## config.mk

```make
export PLATFORM = sky130hd
export DESIGN_NAME = dma_priority_resolver_flat
export DESIGN_NICKNAME = d
export VERILOG_FILES = /design/src/rtl/dma_priority_resolver_if.sv /design/src/rtl/dma_priority_resolver.sv /design/src/flat_wrapper.sv
export SDC_FILE = /design/constraint.sdc
export NUM_CORES = 1
export LEC_CHECK = 0
export ABC_AREA = 0
export CAP_MARGIN = 20
export CORE_MARGIN = 5
export CORE_UTILIZATION = 48
export DETAILED_ROUTE_END_ITERATION = 8
export GPL_ROUTABILITY_DRIVEN = 0
export PLACE_DENSITY_LB_ADDON = 0.05
export RECOVER_POWER = 50
export SYNTH_ARGS = -nofsm -noshare
export SYNTH_HDL_FRONTEND = slang
export SYNTH_SLANG_ARGS = --single-unit
```

## constraint.sdc

```tcl
create_clock -name clk -period 2.5 [get_ports clk]
set_input_delay 0.5 -clock clk [delete_from_list [all_inputs] [get_ports clk]]
set_output_delay 0.5 -clock clk [all_outputs]
set_load 0.01 [all_outputs]
```

## src/rtl/dma_priority_resolver_if.sv

```systemverilog
// -----------------------------------------------------------------------------
// dma_priority_resolver_if
// Bundles the command/request/handshake signals of the DMA priority resolver.
// clk and RESET_n are not part of the bundle.
//
//   command   [7:0]  command register word (D7 DACK pol, D6 DREQ pol,
//                    D4 rotating priority, D2 controller disable)
//   DREQ      [3:0]  raw channel requests
//   mask      [3:0]  per-channel mask, 1 = ignored
//   HLDA             hold acknowledge from the CPU
//   EOP_n            end of process, active low
//   HRQ              hold request to the CPU
//   DACK      [3:0]  channel acknowledge, polarity from command[7]
//   active_ch [1:0]  granted channel index
//   busy             controller owns or is negotiating the bus
//   done             one-cycle completion pulse
//
// modport master : the side driving requests (CPU/peripheral/bench)
// modport slave  : the resolver itself
// -----------------------------------------------------------------------------
interface dma_priority_resolver_if;
    logic [7:0] command;
    logic [3:0] DREQ;
    logic [3:0] mask;
    logic       HLDA;
    logic       EOP_n;
    logic       HRQ;
    logic [3:0] DACK;
    logic [1:0] active_ch;
    logic       busy;
    logic       done;

    modport master (
        output command, DREQ, mask, HLDA, EOP_n,
        input  HRQ, DACK, active_ch, busy, done
    );

    modport slave (
        input  command, DREQ, mask, HLDA, EOP_n,
        output HRQ, DACK, active_ch, busy, done
    );
endinterface

```

## src/rtl/dma_priority_resolver.sv

```systemverilog
// -----------------------------------------------------------------------------
// dma_priority_resolver
// Four-channel DMA request arbiter with CPU hold handshake. Qualifies raw
// requests with polarity, mask and global disable, raises HRQ, and on HLDA
// picks one channel (fixed or rotating priority), holding the grant until EOP_n
// or request withdrawal (normal completion, done pulse) or HLDA loss (abort).
//
// Ports:
//   clk      system clock, all state changes on its rising edge
//   RESET_n  asynchronous active-low reset
//   bus      dma_priority_resolver_if.slave (command, DREQ, mask, HLDA, EOP_n
//            in; HRQ, DACK, active_ch, busy, done out)
// -----------------------------------------------------------------------------
module dma_priority_resolver (
    input  logic                           clk,
    input  logic                           RESET_n,
    dma_priority_resolver_if.slave         bus
);

    typedef enum logic [1:0] {
        S_IDLE,
        S_REQ,
        S_GRANT,
        S_RELEASE
    } state_t;

    state_t     state_q, state_d;
    logic       hrq_q, hrq_d;
    logic [3:0] grant_q, grant_d;
    logic [1:0] active_ch_q, active_ch_d;
    logic [1:0] pri_ptr_q, pri_ptr_d;
    logic       done_q, done_d;

    logic [3:0] qreq;
    logic [1:0] winner;

    // First set bit of req searching upward from start, wrapping 3 -> 0.
    function automatic logic [1:0] pick_winner(input logic [3:0] req,
                                               input logic [1:0] start);
        logic [1:0] win;
        logic       found;
        logic [1:0] idx;
        win   = '0;
        found = 1'b0;
        for (int unsigned k = 0; k < 4; k++) begin
            idx = start + 2'(k);
            if (!found && req[idx]) begin
                win   = idx;
                found = 1'b1;
            end
        end
        return win;
    endfunction

    // Request qualification: polarity, mask, global disable.
    always_comb begin
        qreq = '0;
        for (int unsigned i = 0; i < 4; i++) begin
            qreq[i] = (bus.command[6] ? bus.DREQ[i] : ~bus.DREQ[i])
                      & ~bus.mask[i] & ~bus.command[2];
        end
    end

    // Fixed mode always searches from channel 0.
    assign winner = pick_winner(qreq, bus.command[4] ? pri_ptr_q : 2'd0);

    // State register
    always_ff @(posedge clk or negedge RESET_n) begin
        if (!RESET_n) begin
            state_q     <= S_IDLE;
            hrq_q       <= 1'b0;
            grant_q     <= '0;
            active_ch_q <= '0;
            pri_ptr_q   <= '0;
            done_q      <= 1'b0;
        end else begin
            state_q     <= state_d;
            hrq_q       <= hrq_d;
            grant_q     <= grant_d;
            active_ch_q <= active_ch_d;
            pri_ptr_q   <= pri_ptr_d;
            done_q      <= done_d;
        end
    end

    // Next-state logic
    always_comb begin
        state_d     = state_q;
        hrq_d       = hrq_q;
        grant_d     = grant_q;
        active_ch_d = active_ch_q;
        pri_ptr_d   = pri_ptr_q;
        done_d      = 1'b0;

        unique case (state_q)
            S_IDLE: begin
                if (qreq != '0) begin
                    state_d = S_REQ;
                    hrq_d   = 1'b1;
                end
            end
            S_REQ: begin
                if (qreq == '0) begin
                    state_d = S_IDLE;
                    hrq_d   = 1'b0;
                end else if (bus.HLDA) begin
                    state_d     = S_GRANT;
                    grant_d     = 4'b0001 << winner;
                    active_ch_d = winner;
                end
            end
            S_GRANT: begin
                // Losing HLDA aborts even when EOP_n is asserted on the same edge.
                if (!bus.HLDA) begin
                    state_d = S_IDLE;
                    hrq_d   = 1'b0;
                    grant_d = '0;
                end else if (!bus.EOP_n || !qreq[active_ch_q]) begin
                    state_d = S_RELEASE;
                    hrq_d   = 1'b0;
                    grant_d = '0;
                    done_d  = 1'b1;
                    if (bus.command[4]) begin
                        pri_ptr_d = active_ch_q + 2'd1;
                    end
                end
            end
            S_RELEASE: begin
                if (!bus.HLDA) begin
                    state_d = S_IDLE;
                end
            end
            default: begin
                state_d = S_IDLE;
            end
        endcase
    end

    // Output logic
    always_comb begin
        bus.HRQ       = hrq_q;
        bus.DACK      = bus.command[7] ? grant_q : ~grant_q;
        bus.active_ch = active_ch_q;
        bus.busy      = (state_q != S_IDLE);
        bus.done      = done_q;
    end

endmodule

```

## src/flat_wrapper.sv

```systemverilog
// flat-port wrapper written by rule: the top's interface ports become plain ports
module dma_priority_resolver_flat 
  (clk, RESET_n, bus_command, bus_DREQ, bus_mask, bus_HLDA, bus_EOP_n, bus_HRQ, bus_DACK, bus_active_ch, bus_busy, bus_done);
  dma_priority_resolver_if bus_i ();
  input  logic clk;
  input  logic RESET_n;
  input wire logic [$bits(bus_i.command)-1:0] bus_command;
  input wire logic [$bits(bus_i.DREQ)-1:0] bus_DREQ;
  input wire logic [$bits(bus_i.mask)-1:0] bus_mask;
  input wire logic [$bits(bus_i.HLDA)-1:0] bus_HLDA;
  input wire logic [$bits(bus_i.EOP_n)-1:0] bus_EOP_n;
  output wire logic [$bits(bus_i.HRQ)-1:0] bus_HRQ;
  output wire logic [$bits(bus_i.DACK)-1:0] bus_DACK;
  output wire logic [$bits(bus_i.active_ch)-1:0] bus_active_ch;
  output wire logic [$bits(bus_i.busy)-1:0] bus_busy;
  output wire logic [$bits(bus_i.done)-1:0] bus_done;
  assign bus_i.command = bus_command;
  assign bus_i.DREQ = bus_DREQ;
  assign bus_i.mask = bus_mask;
  assign bus_i.HLDA = bus_HLDA;
  assign bus_i.EOP_n = bus_EOP_n;
  assign bus_HRQ = bus_i.HRQ;
  assign bus_DACK = bus_i.DACK;
  assign bus_active_ch = bus_i.active_ch;
  assign bus_busy = bus_i.busy;
  assign bus_done = bus_i.done;
  dma_priority_resolver u_core (.clk(clk), .RESET_n(RESET_n), .bus(bus_i));
endmodule
```

-- After elaboration in Yosys (flattened, before gate mapping)
Cells that the tools add are included.
- add/sub/neg operators: 4
- magnitude comparators: 5
- equality and inequality tests: 10
- shift-type cells: 1
- multiplexer cells: 43
- bitwise logic cells: 19
- reduce and logical (&&, ||, !) cells: 20
- operators by type and width (kind ; count):
    $mux 2 ; 11
    $mux 4 ; 5
    $mux 1 ; 19
    $reduce_and 4->1 ; 4
    $lt 2x3->1 const B ; 5
    $bmux 1 s2 ; 5
    $not 1->1 ; 10
    $and 1x1->1 ; 8
    $pmux 2 s4 ; 1
    $pmux 4 s2 ; 1
    $ne 2x2->1 const B ; 3
    $ne 3x2->1 const B ; 2
    $logic_not 1->1 ; 5
    $add 2x1->2 const B ; 2
    $add 2x2->2 const B ; 2
    $eq 2x2->1 const B ; 2
    $logic_not 4->1 ; 1
    $ne 2x1->1 const B ; 2
    $not 4->4 ; 1
    $reduce_bool 2->1 ; 2
    $reduce_bool 4->1 ; 1
    $shl 1x2->4 const A ; 1
    $logic_and 1x1->1 ; 3
    $pmux 1 s3 ; 1
    5 further kinds ; 5
- register bits after elaboration: 12
- input bits: 20
- logic and storage cells: 108

-- Longest topological paths before layout
Gate-level depths: netlist of the first run.
- depth in word-level cells: 20
- mapped depth: 9
- gate-level depth less buffers: 7

-- Least setup slack after synthesis of the first run
Ideal clock, no wire load.
- path kind: input to register
- from: in bus_command[6]
- to: reg u_core.active_ch_q[1], in the netlist u_core.bus.active_ch[1]
- arrival time: 2342 ps
- path slack: 31 ps
- cell stages on the path: 8
- buffers on the path: 1
- cells stage by stage: buf_6 xor2_1 or2_4 or4_4 a211oi_2 nor3_1 mux2i_2 mux2_1
- word-level cells in the longest chain between the ends: 15
- RTL lines (element ; RTL line ; source):
    start, declared ; flat_wrapper.sv:7 ; input wire logic [$bits(bus_i.command)-1:0] bus_command;
    $mux 1 ; dma_priority_resolver.sv:59 ; qreq[i] = (bus.command[6] ? bus.DREQ[i] : ~bus.DREQ[i])
    $and 1x1->1 (2 in a row) ; dma_priority_resolver.sv:60 ; & ~bus.mask[i] & ~bus.command[2];
    $bmux 1 s2 ; dma_priority_resolver.sv:47 ; if (!found && req[idx]) begin
    $mux 1 (not written as such) ; dma_priority_resolver.sv:47 ;
    $mux 1 ; dma_priority_resolver.sv:47 ;
    $logic_not 1->1 ; dma_priority_resolver.sv:47 ;
    $logic_and 1x1->1 ; dma_priority_resolver.sv:47 ;
    $mux 1 ; dma_priority_resolver.sv:47 ;
    $logic_not 1->1 ; dma_priority_resolver.sv:47 ;
    $logic_and 1x1->1 ; dma_priority_resolver.sv:47 ;
    $mux 1 ; dma_priority_resolver.sv:47 ;
    $logic_not 1->1 ; dma_priority_resolver.sv:47 ;
    $logic_and 1x1->1 ; dma_priority_resolver.sv:47 ;
    $mux 2 ; dma_priority_resolver.sv:47 ;
    end signal, assigned ; dma_priority_resolver.sv:80 ; active_ch_q <= active_ch_d;
    end, declared ; dma_priority_resolver.sv:30 ; logic [1:0] active_ch_q, active_ch_d;
Parallel ways exist; a longest one is shown, timed or not. The select of a mux whose other input is x is not followed.
A chain may end at the register's enable or synchronous reset.

-- Final worst setup path of the first run
- from: in bus_DREQ[0]
- to: reg u_core.state_q[1]
- word-level cells in the longest chain between the ends: 10
- RTL lines (element ; RTL line ; source):
    start, declared ; flat_wrapper.sv:8 ; input wire logic [$bits(bus_i.DREQ)-1:0] bus_DREQ;
    $not 1->1 ; dma_priority_resolver.sv:59 ;
    $mux 1 (*) ; dma_priority_resolver.sv:59 ;
    $and 1x1->1 (*) (2 in a row) ; dma_priority_resolver.sv:60 ;
    $bmux 1 s2 ; dma_priority_resolver.sv:118 ; end else if (!bus.EOP_n || !qreq[active_ch_q]) begin
    $mux 1 (not written as such) ; dma_priority_resolver.sv:118 ;
    $logic_not 1->1 ; dma_priority_resolver.sv:118 ;
    $logic_or 1x1->1 ; dma_priority_resolver.sv:118 ;
    $ne 3x2->1 (no source line) ; - ;
    $reduce_and 4->1 (no source line) ; - ;
    end signal, assigned ; dma_priority_resolver.sv:77 ; state_q <= state_d;
    end, declared ; dma_priority_resolver.sv:27 ; state_t state_q, state_d;
Every way passes the cells marked *; elsewhere a longest branch is shown, timed or not. The select of a mux whose other input is x is not followed.

==> impl_results.md, run 1 <==
* Slew Viols, Final at 0
* Initial antenna violation count at 0
* Synthesized Nets at 148
* Via density at 5.66
* Clk root buf: clkbuf_4
* FF/Latch Area at 302 um2
* Die area at 3300 um2
* Vias in the first global route at 1146
* Failing checks: negative setup slack
* Hold Path Class: register to register
* ANT nets after route at 0
* Worst Setup SP: bus_DREQ[0]
* Top post-synthesis cells by area: dfrtp_1 (28%), ha_1 (6.9%), xnor2_1 (6.5%)
* Die span in y at 57.5 um
* Number of enable flip-flop cells after synthesis at 0
* Clock sink count at 12
* Minimum clock period at 2520 ps
* Crit. End Element: register
* Worst EP arrival at 2680 ps
* P per Cell Area at 847 nW/um2
* Max-Cap Viols at 0
* CTS tree: built
* Status: complete, but fails checks
* CTS Buffer Depth at 2
* GRT Total Usage at 18.8%
* Startpoint Class: primary input
* Ant diodes at 0
* Nets at 196
* Main synth FF type: dfrtp_1
* Critical path fanouts, max at 4
* FP Rows at 17
* FFs w/ async S/R, synth at 100%
* DP Wirelength at 2320 um
* Global route total overflow at 0
* Cell Area, Synth at 1080 um2
* Worst Path Required at 2660 ps
* Sequential share of the synthesized area at 27.8%
* Final Instance Area at 1630 um2
* Final setup violation count at 1
* Post-Route WL at 3050 um
* Most common cell after layout, fill and taps aside: buf_4
* Vias at 1115
* Cells after DPL at 192
* FF+latch count, synth at 12
* Synthesized area per cell at 8.86 um2
* Most frequent cells in the layout: buf_4 (24), nand2_1 (14), clkdlybuf4s50_1 (11), dfrtp_1 (11), nor2_1 (9)
* Slew Limit Headroom at 62.8%
* Pre-Repair DR Iteration Count at 4
* Initial DRC Count at 21
* Hold Vio Cnt, Final at 0
* Critical R2R Capture: u_core.bus.active_ch[1]
* FF-to-FF setup slack at 80 ps
* Setup CP Type: primary input to register
* Yosys top cell area share at 27.8%
* Slew @ Worst Pin at 556 ps
* Largest area contributor in the synthesized netlist: dfrtp_1
* CTS Hold Bufs at 0
* Setup ws final at -19.4 ps
* CTS Buf Count at 3
* Highest clock rate at 397 MHz
* Synth Instances at 122
* Ys Warns at 0
* Finished Layout Cells at 197
* Final worst path period share at 101%
* First-pass GRT wire length at 4910 um
* Clock transition at path regs at 80 ps
* Peak supply drop at 0.000780 V
* Post-synth cell types at 45
* Multi-input logic area at 816 um2
* Fin Clk Skew at 4.39 ps
* Port Buffer Count at 24
* Leakage Power at 0.759 nW
* Chip width at 57.5 um
* End point of the critical path: u_core.state_q[1]
* Filler instances at 168
* Residual DRC at 0
* CTS H-Tree Depth at 1
* Io pins at 29
* Worst-Skew Late Latency at 280 ps
* WL per Instance at 15.5 um
* Core area at 2190 um2
* Reg2reg start: u_core.pri_ptr_q[1]
* Area Growth Syn to Fin at 50.8%
* Post-DP Area at 1490 um2
* Layout cells sized above 1 at 27.8%
* Largest net degree at the start of global routing at 13
* Initial core utilization at 49.3%
* Cell depth of the worst flop-to-flop path at 7
## metal layers
| layer | vias up | track usage, % | wire length, um |
|---|---|---|---|
| li1 | 540 | - | - |
| met1 | 539 | 23.4 | 1360 |
| met2 | 31 | 31.8 | 1490 |
| met3 | 5 | 5.20 | 172 |
| met4 | 0 | 5.30 | 23 |
| met5 | - | 0 | 0 |
## final cells by class
class	count	area share (%)
multi-input combinational	99	50.0
clock buffer	4	2.23
inverter	6	1.38
timing repair buffer	48	25.7
tap	28	2.15
sequential	12	18.5
## worst max-delay path, cell delays in order
cell and delay (ps):
clkdlybuf4s50_1 460, xnor2_2 180, and2_1 180, buf_4 150
mux4_2 520, nand2_1 110, o22a_1 170, o211ai_1 120
mux2_2 290
## stage by stage
stage                     total power [mW]  setup WS [ps]  setup TNS [ps]  hold WS, ps  util (%)
after floorplan                      0.821           30.7               0          204         -
after global placement                1.13           -499           -4150          482      68.1
after detailed placement              1.16           -602           -5000          494      68.1
after CTS                             1.33         -0.445          -0.445          520      70.4
after global routing                  1.49          -63.0            -285          537      74.4
final                                 1.38          -19.4           -19.4          520      74.4
## how the worst min path moves through the flow
| stage | startpoint | end | slack (ps) | cells after the start |
|---|---|---|---|---|
| 2_1_floorplan | RESET_n | u_core.bus.HRQ | 200 | 0 |
| 3_3_place_gp | u_core.grant_q[0] | u_core.grant_q[0] | 480 | 2 |
| 3_5_place_dp | u_core.grant_q[1] | u_core.grant_q[1] | 490 | 2 |
| 4_1_cts | u_core.grant_q[1] | u_core.grant_q[1] | 520 | 2 |
| 5_1_grt | u_core.grant_q[1] | u_core.grant_q[1] | 540 | 2 |
| 6_report | u_core.bus.HRQ | u_core.bus.HRQ | 520 | 2 |
## power by group
| part | internal (mW) | switching [mW] |
|---|---|---|
| Combinational | 0.442 | 0.404 |
| Clock | 0.0887 | 0.0671 |
| Sequential | 0.279 | 0.100 |
## sequential cells by signal, summed over array words and instances, names as in the netlist
| register | flops |
|---|---|
| u_core.bus.active_ch | 2 |
| u_core.bus.HRQ | 1 |
| u_core.grant_q | 4 |
| u_core.pri_ptr_q | 2 |
| u_core.bus.done | 1 |
| u_core.state_q | 2 |
## cells in the mapped netlist, types with 2 or more instances
master    instances
nor2_1            9
o21ai_0           2
a32o_1            2
a21o_1            2
ha_1              6
buf_2             2
buf_6             2
nor4_1            3
xnor2_1           8
nand3_1           3
nand2b_1          2
xor2_1            2
and2_1            5
mux2i_1           5
dfrtp_1          12
nand4_1           3
a21oi_1           7
inv_1             6
a311oi_1          2
nand2_1          14
## cells by family after synthesis
group / synth area share [%]
XOR/XNOR: 8.10
AND/OR/NAND/NOR: 22.0
adder cells (fa/ha/maj): 6.94
flip-flops: 27.8
buffers and inverters: 5.44
AO/OA/AOI/OAI: 19.7
multiplexers: 10.1
## timing repair
item,4_1_cts,5_1_grt
pin swaps,6,6
buffers inserted,0,2
endpoints found under the setup margin,11,11
resized for setup,8,20
(Power assumes the default switching activity.)
==> run 2: changes to the inputs <==
--- a/config.mk
+++ b/config.mk
@@ -5,10 +5,10 @@
 export SDC_FILE = /design/constraint.sdc
 export NUM_CORES = 1
 export LEC_CHECK = 0
-export ABC_AREA = 0
+export ABC_AREA = 1
 export CAP_MARGIN = 20
 export CORE_MARGIN = 5
-export CORE_UTILIZATION = 48
+export CORE_UTILIZATION = 49
 export DETAILED_ROUTE_END_ITERATION = 8
 export GPL_ROUTABILITY_DRIVEN = 0
 export PLACE_DENSITY_LB_ADDON = 0.05
==> run 2 against run 1 <==
Effect of this change:
- the run now ends clean
- via count grew 3.9%
- clock power about the same
- sequential power shrank 7.1%
- area after synthesis grew 8.3%
- design area fell by 9.3%
- global-route usage decreased by 2.2 points
- first-iteration DRC count increased by 57%
- count of clock-buffer cells in the layout did not move
- sequential cell count did not move
- register-to-register slack better by 770 ps
- final cell count up 15%
- sequential share of layout area is 1.8 points higher
- largest cell class unchanged
==> impl_results.md, run 2 <==
* Layout cells sized above 1 at 16.2%
* Hold Path Class: register to register
* Ys Warns at 0
* Largest area contributor in the synthesized netlist: dfrtp_1
* Post-synth top cells: nand2_1 (54), inv_1 (21), nand3_1 (14), dfrtp_1 (12), nand2_2 (11)
* Die area at 3470 um2
* Slowest stage delay, CP at 590 ps
* Hold WS at 484 ps
* Core area at 2250 um2
* Synthesized area per cell at 6.85 um2
* Final setup violation count at 0
* Slew Limit Headroom at 64.1%
* Via density at 5.12
* Slew Viols, Final at 0
* Clock sink count at 12
* Clk root buf: clkbuf_4
* Sequential share of the synthesized area at 25.6%
* Synth Instances at 171
* Initial antenna violation count at 0
* Final worst path period share at 91.6%
* Pre-CTS setup slack at 195 ps
* Most frequent cell after synthesis: nand2_1
* Worst Path Required at 2000 ps
* Most frequent cells in the layout: nand2_1 (54), inv_1 (21), clkdlybuf4s50_1 (19), nand3_1 (14), dfrtp_1 (12)
* CTS Hold Bufs at 0
* Cells after DPL at 222
* Pwr Total at 1.25 mW
* Pre-Repair DR Iteration Count at 4
* Crit-path slowest cell: clkdlybuf4s50_1
* CTS H-Tree Depth at 1
* Global route total overflow at 0
* Hold Vio Cnt, Final at 0
* Filler instances at 209
* FP Rows at 17
* Main synth FF type: dfrtp_1
* Vias in the first global route at 1127
* Minimum clock period at 2290 ps
* Vias at 1158
* P per Cell Area at 848 nW/um2
* Max reg flops at 4
* Status: finished clean
* Synthesized Nets at 197
* Port Buffer Count at 24
* Crit-path cells: clkdlybuf4s50_1 > xnor2_1 > clkdlybuf4s50_1
* Top post-synthesis cells by area: dfrtp_1 (26%), nand2_1 (17%), inv_1 (6.7%)
* Initial core utilization at 51.9%
* CTS tree: built
* Die span in y at 58.9 um
* Post-Route WL at 2520 um
* Post-DP Area at 1440 um2
* Yosys top cell area share at 25.6%
* Io pins at 29
* Max-Cap Viols at 0
* Unrepaired setup endpoints after global routing: no
* WL per Instance at 11.2 um
* Residual DRC at 0
* Nets at 225
* DP Wirelength at 2120 um
* Setup ws final at 211 ps
* Leakage Power at 0.783 nW
* Fin Clk Skew at 5.00 ps
* Top Metal Used: met4
* PostCTS Resize Cnt at 0
* Postcts setup bufs at 0
* Number of enable flip-flop cells after synthesis at 0
* Met3 routed WL at 170 um
* CTS Buffer Depth at 2
* Highest clock rate at 437 MHz
* Most common cell after layout, fill and taps aside: nand2_1
* Initial DRC Count at 33
* CP Buf/Inv Count at 2
* Final Instance Area at 1480 um2
* Clock transition at path regs at 70 ps
* ANT nets after route at 0
* Critical path fanouts, max at 4
* Finished Layout Cells at 226
* Worst EP arrival at 1790 ps
* Critical path's top delay family: buffers and inverters
* Chip width at 58.9 um
* Peak supply drop at 0.000685 V
* Layout Utilization at 65.6%
* Wl on met1 at 1170 um
* Cell Area, Synth at 1170 um2
* First-pass GRT wire length at 4630 um
* Most flops, register: u_core.grant_q
* Post-synth cell types at 25
* Startpoint Class: primary input
* Worst-Skew Late Latency at 280 ps
* Slew @ Worst Pin at 537 ps
* Area Growth Syn to Fin at 26.3%
* Crit. End Element: output port
* Setup TNS Final at 0 ps
* Largest net degree at the start of global routing at 13
* CTS Buf Count at 3
* Routed met2 length at 1180 um
* FFs w/ async S/R, synth at 100%
* FF+latch count, synth at 12
* Most frequent CP cell: clkdlybuf4s50_1
* GRT Total Usage at 16.7%
* Setup CP Type: primary input to output port
* Ant diodes at 0
-- run 2: cell types whose count changed after synthesis, moves of 4 or more --
cell     previous run  this run
inv_1               6        21
nand2_2             0        11
nand2_1            14        54
nand4_1             3         7
a21oi_1             7         3
mux2i_1             5         0
and2_1              5         0
nand3_1             3        14
-- run 2: logic make-up (layout without fill, tap and decap cells) --
group           after synthesis  in the layout  share of synthesized area [%]
buf+inv                      24             51                           7.91
compound gates               16             16                           7.80
simple gates                108            108                           48.5
fa+ha+maj                     6              6                           6.41
flops                        12             12                           25.6
xor+xnor                      5              5                           3.74
-- run 2: power breakdown --
part | leakage, nW | switching (mW) | internal [mW] | total (mW)
Sequential | 0.155 | 0.0801 | 0.272 | 0.352
Clock | 0.0210 | 0.0656 | 0.0886 | 0.154
Combinational | 0.607 | 0.414 | 0.335 | 0.748
-- run 2: final cells by class --
class	count	area [um2]	share of cell area, %
multi-input combinational	135	778	52.6
sequential	12	300	20.3
timing repair buffer	24	240	16.2
inverter	23	88.8	6.01
clock buffer	4	36.3	2.45
tap	28	35.0	2.37
-- run 2: routing by layer --
metal	track usage, %	vias to the layer above
li1	-	604
met1	22.1	516
met2	27.3	36
met3	4.39	2
met4	3.24	0
met5	0	-
-- run 2: worst min-delay path, stage by stage (launching register included) --
cell	delay, ps
dfrtp_1	340
nand2_1	50
o21ai_0	60
-- run 2: path summary, 6_finish.rpt --
kind	startpoint	to	slack, ps	depth (start not counted)
max	bus_command[7]	bus_DACK[2]	210	3
min	u_core.bus.HRQ	u_core.bus.HRQ	480	2
max reg2reg	u_core.pri_ptr_q[0]	u_core.grant_q[0]	850	12
min reg2reg	u_core.bus.HRQ	u_core.bus.HRQ	480	2
max in group asynchronous	RESET_n	u_core.state_q[1]	1500	1
min in group asynchronous	RESET_n	u_core.pri_ptr_q[1]	640	1
==> run 3: changes to the inputs <==
--- a/config.mk
+++ b/config.mk
@@ -7,12 +7,13 @@
 export LEC_CHECK = 0
 export ABC_AREA = 1
 export CAP_MARGIN = 20
+export CORE_ASPECT_RATIO = 1.5
 export CORE_MARGIN = 5
 export CORE_UTILIZATION = 49
 export DETAILED_ROUTE_END_ITERATION = 8
 export GPL_ROUTABILITY_DRIVEN = 0
 export PLACE_DENSITY_LB_ADDON = 0.05
-export RECOVER_POWER = 50
+export RECOVER_POWER = 25
 export SYNTH_ARGS = -nofsm -noshare
 export SYNTH_HDL_FRONTEND = slang
 export SYNTH_SLANG_ARGS = --single-unit
==> run 3 against run 2 <==
Effect of this change:
- die area up 0.57%
- global-route usage is 0.28 points higher
- non-clock buffer count unchanged
- design area shrank 1.4%
- largest cell class unchanged
- worst setup slack got worse by 25 ps
- largest power group unchanged
- critical path depth unchanged
- wire length up 4.8%
- combinational power is 2% higher
- sequential cell count is the same
==> impl_results.md, run 3 (same netlist as run 2, synthesis figures left out) <==
* Fin Clk Skew at 6.91 ps
* Clk root buf: clkbuf_4
* Switching power at 0.557 mW
* Residual DRC at 0
* Worst EP arrival at 1810 ps
* Pre-Repair DR Iteration Count at 4
* Chip width at 49.9 um
* CP Buf/Inv Count at 2
* Clock transition at path regs at 60 ps
* DP Wirelength at 2300 um
* Post-Route WL at 2650 um
* Max reg flops at 4
* CTS Buf Count at 3
* Slew @ Worst Pin at 512 ps
* P per Cell Area at 841 nW/um2
* Slowest stage delay, CP at 590 ps
* Crit. End Element: output port
* GRT Total Usage at 16.9%
* Ant diodes at 0
* FP Rows at 21
* Pwr Total at 1.23 mW
* Post-DP Area at 1440 um2
* ANT nets after route at 0
* Pint at 0.669 mW
* Setup CP Type: primary input to output port
* Clock power share at 8.7%
* Area Growth Syn to Fin at 24.6%
* Via density at 5.21
* Highest clock rate at 432 MHz
* Startpoint Class: primary input
* Most frequent cells in the layout: nand2_1 (54), clkdlybuf4s50_1 (23), inv_1 (21), nand3_1 (14), dfrtp_1 (12)
* CTS Buffer Depth at 2
* Most frequent CP cell: clkdlybuf4s50_1
* Crit-path slowest cell: clkdlybuf4s50_1
* Pre-CTS setup slack at 171 ps
* Port Buffer Count at 24
* Die area at 3490 um2
* Sw frac at 45.4%
* Filler instances at 219
* Peak supply drop at 0.000587 V
* Hold EP: u_core.bus.HRQ
* Clock sink count at 12
* Initial DRC Count at 16
* Slew Limit Headroom at 65.7%
* Vias at 1146
* Critical R2R Capture: u_core.grant_q[2]
* Layout cells sized above 1 at 15.7%
* Wl on met1 at 983 um
* Global route total overflow at 0
* Most flops, register: u_core.grant_q
* Initial antenna violation count at 0
* Minimum clock period at 2310 ps
* Hold Vio Cnt, Final at 0
* Cell depth of the worst flop-to-flop path at 12
* Postcts setup bufs at 0
* Critical path's top delay family: buffers and inverters
* Combinational share of power at 62.4%
* Unrepaired setup endpoints after global routing: no
* CTS H-Tree Depth at 1
* Initial core utilization at 51.8%
* Core area at 2260 um2
* Die span in y at 69.9 um
* PostCTS Resize Cnt at 0
* Setup ws final at 187 ps
* Max-Cap Viols at 0
* Final Instance Area at 1460 um2
* Largest net degree at the start of global routing at 13
* Final setup violation count at 0
* Io pins at 29
* Leakage Power at 0.769 nW
* Nets at 225
* Hold Path Class: register to register
* Hold_sp: u_core.bus.HRQ
* Routed met2 length at 1550 um
* Status: finished clean
* Vias in the first global route at 1237
* First-pass GRT wire length at 4880 um
* CTS Hold Bufs at 0
* Setup TNS Final at 0 ps
* Top Metal Used: met4
* Worst Hold Depth at 2
* Met3 routed WL at 70 um
* Most common cell after layout, fill and taps aside: nand2_1
* Crit-path cells: clkdlybuf4s50_1 > xnor2_1 > clkdlybuf4s50_1
* Reg2reg start: u_core.pri_ptr_q[0]
* FF-to-FF setup slack at 800 ps
* Slew Viols, Final at 0
* Critical path fanouts, max at 4
* CTS tree: built
* Worst Path Required at 2000 ps
* WL per Instance at 12.0 um
* Worst-Skew Late Latency at 260 ps
* Final worst path period share at 92.5%
* Sequential power share at 28.9%
[run 3: cell types whose count changed in the layout (fill, tap and decap cells not counted)]
cell and delta:
clkdlybuf4s50_1 +4, dlygate4sd3_1 -4, clkbuf_8 -1
[run 3: worst max-delay path by stage]
stage | start | endpoint | slack (ps) | cells after the start
floorplan | bus_mask[0] | u_core.state_q[0] | 940 | 10
global placement | bus_command[7] | bus_DACK[0] | 210 | 3
detailed placement | bus_command[7] | bus_DACK[1] | 170 | 3
CTS | bus_command[7] | bus_DACK[1] | 160 | 3
global route | bus_command[7] | bus_DACK[1] | 120 | 3
finish | bus_command[7] | bus_DACK[1] | 190 | 3
[run 3: routing by layer]
layer  global-route usage [%]  vias to the layer above
met5                        0                        -
met4                     6.41                        0
met3                     1.91                        6
met2                     34.4                       18
met1                     16.1                      518
li1                         -                      604
[run 3: worst reg2reg max path: stages (launching register included)]
cell and delay (ps):
dfrtp_1 440, nand2_4 170, inv_4 80, a21oi_2 210
nand3_1 120, nand2_1 120, nand2_1 60, nand2_1 60
nand2_1 60, nand2_2 100, nor2_2 50, nand2_1 60
nand2_1 50
[run 3: through the flow]
step | hold slack, ps | util [%] | std cells
floorplan | 204 | - | 171
global placement | 478 | 63.6 | 217
detailed placement | 486 | 63.6 | 217
CTS | 506 | 64.6 | 220
global route | 543 | 64.6 | 220
finish | 495 | 64.6 | 220
[run 3: cell type report]
cell class              instances  area [um2]  share of cell area (%)
repair buffers                 24         240                    16.5
well taps                      23        28.8                    1.97
inverters                      23        88.8                    6.09
clock buffers                   3        22.5                    1.54
multi-input cells             135         778                    53.3
flip-flops and latches         12         300                    20.6
[run 3: power by group through the flow]
stage | registers [mW] | logic (mW) | clock network, mW
after CTS | 0.356 | 0.774 | 0.112
after global placement | 0.354 | 0.752 | 0
after global routing | 0.370 | 0.877 | 0.120
final | 0.355 | 0.765 | 0.107
after detailed placement | 0.359 | 0.770 | 0
after floorplan | 0.352 | 0.505 | 0
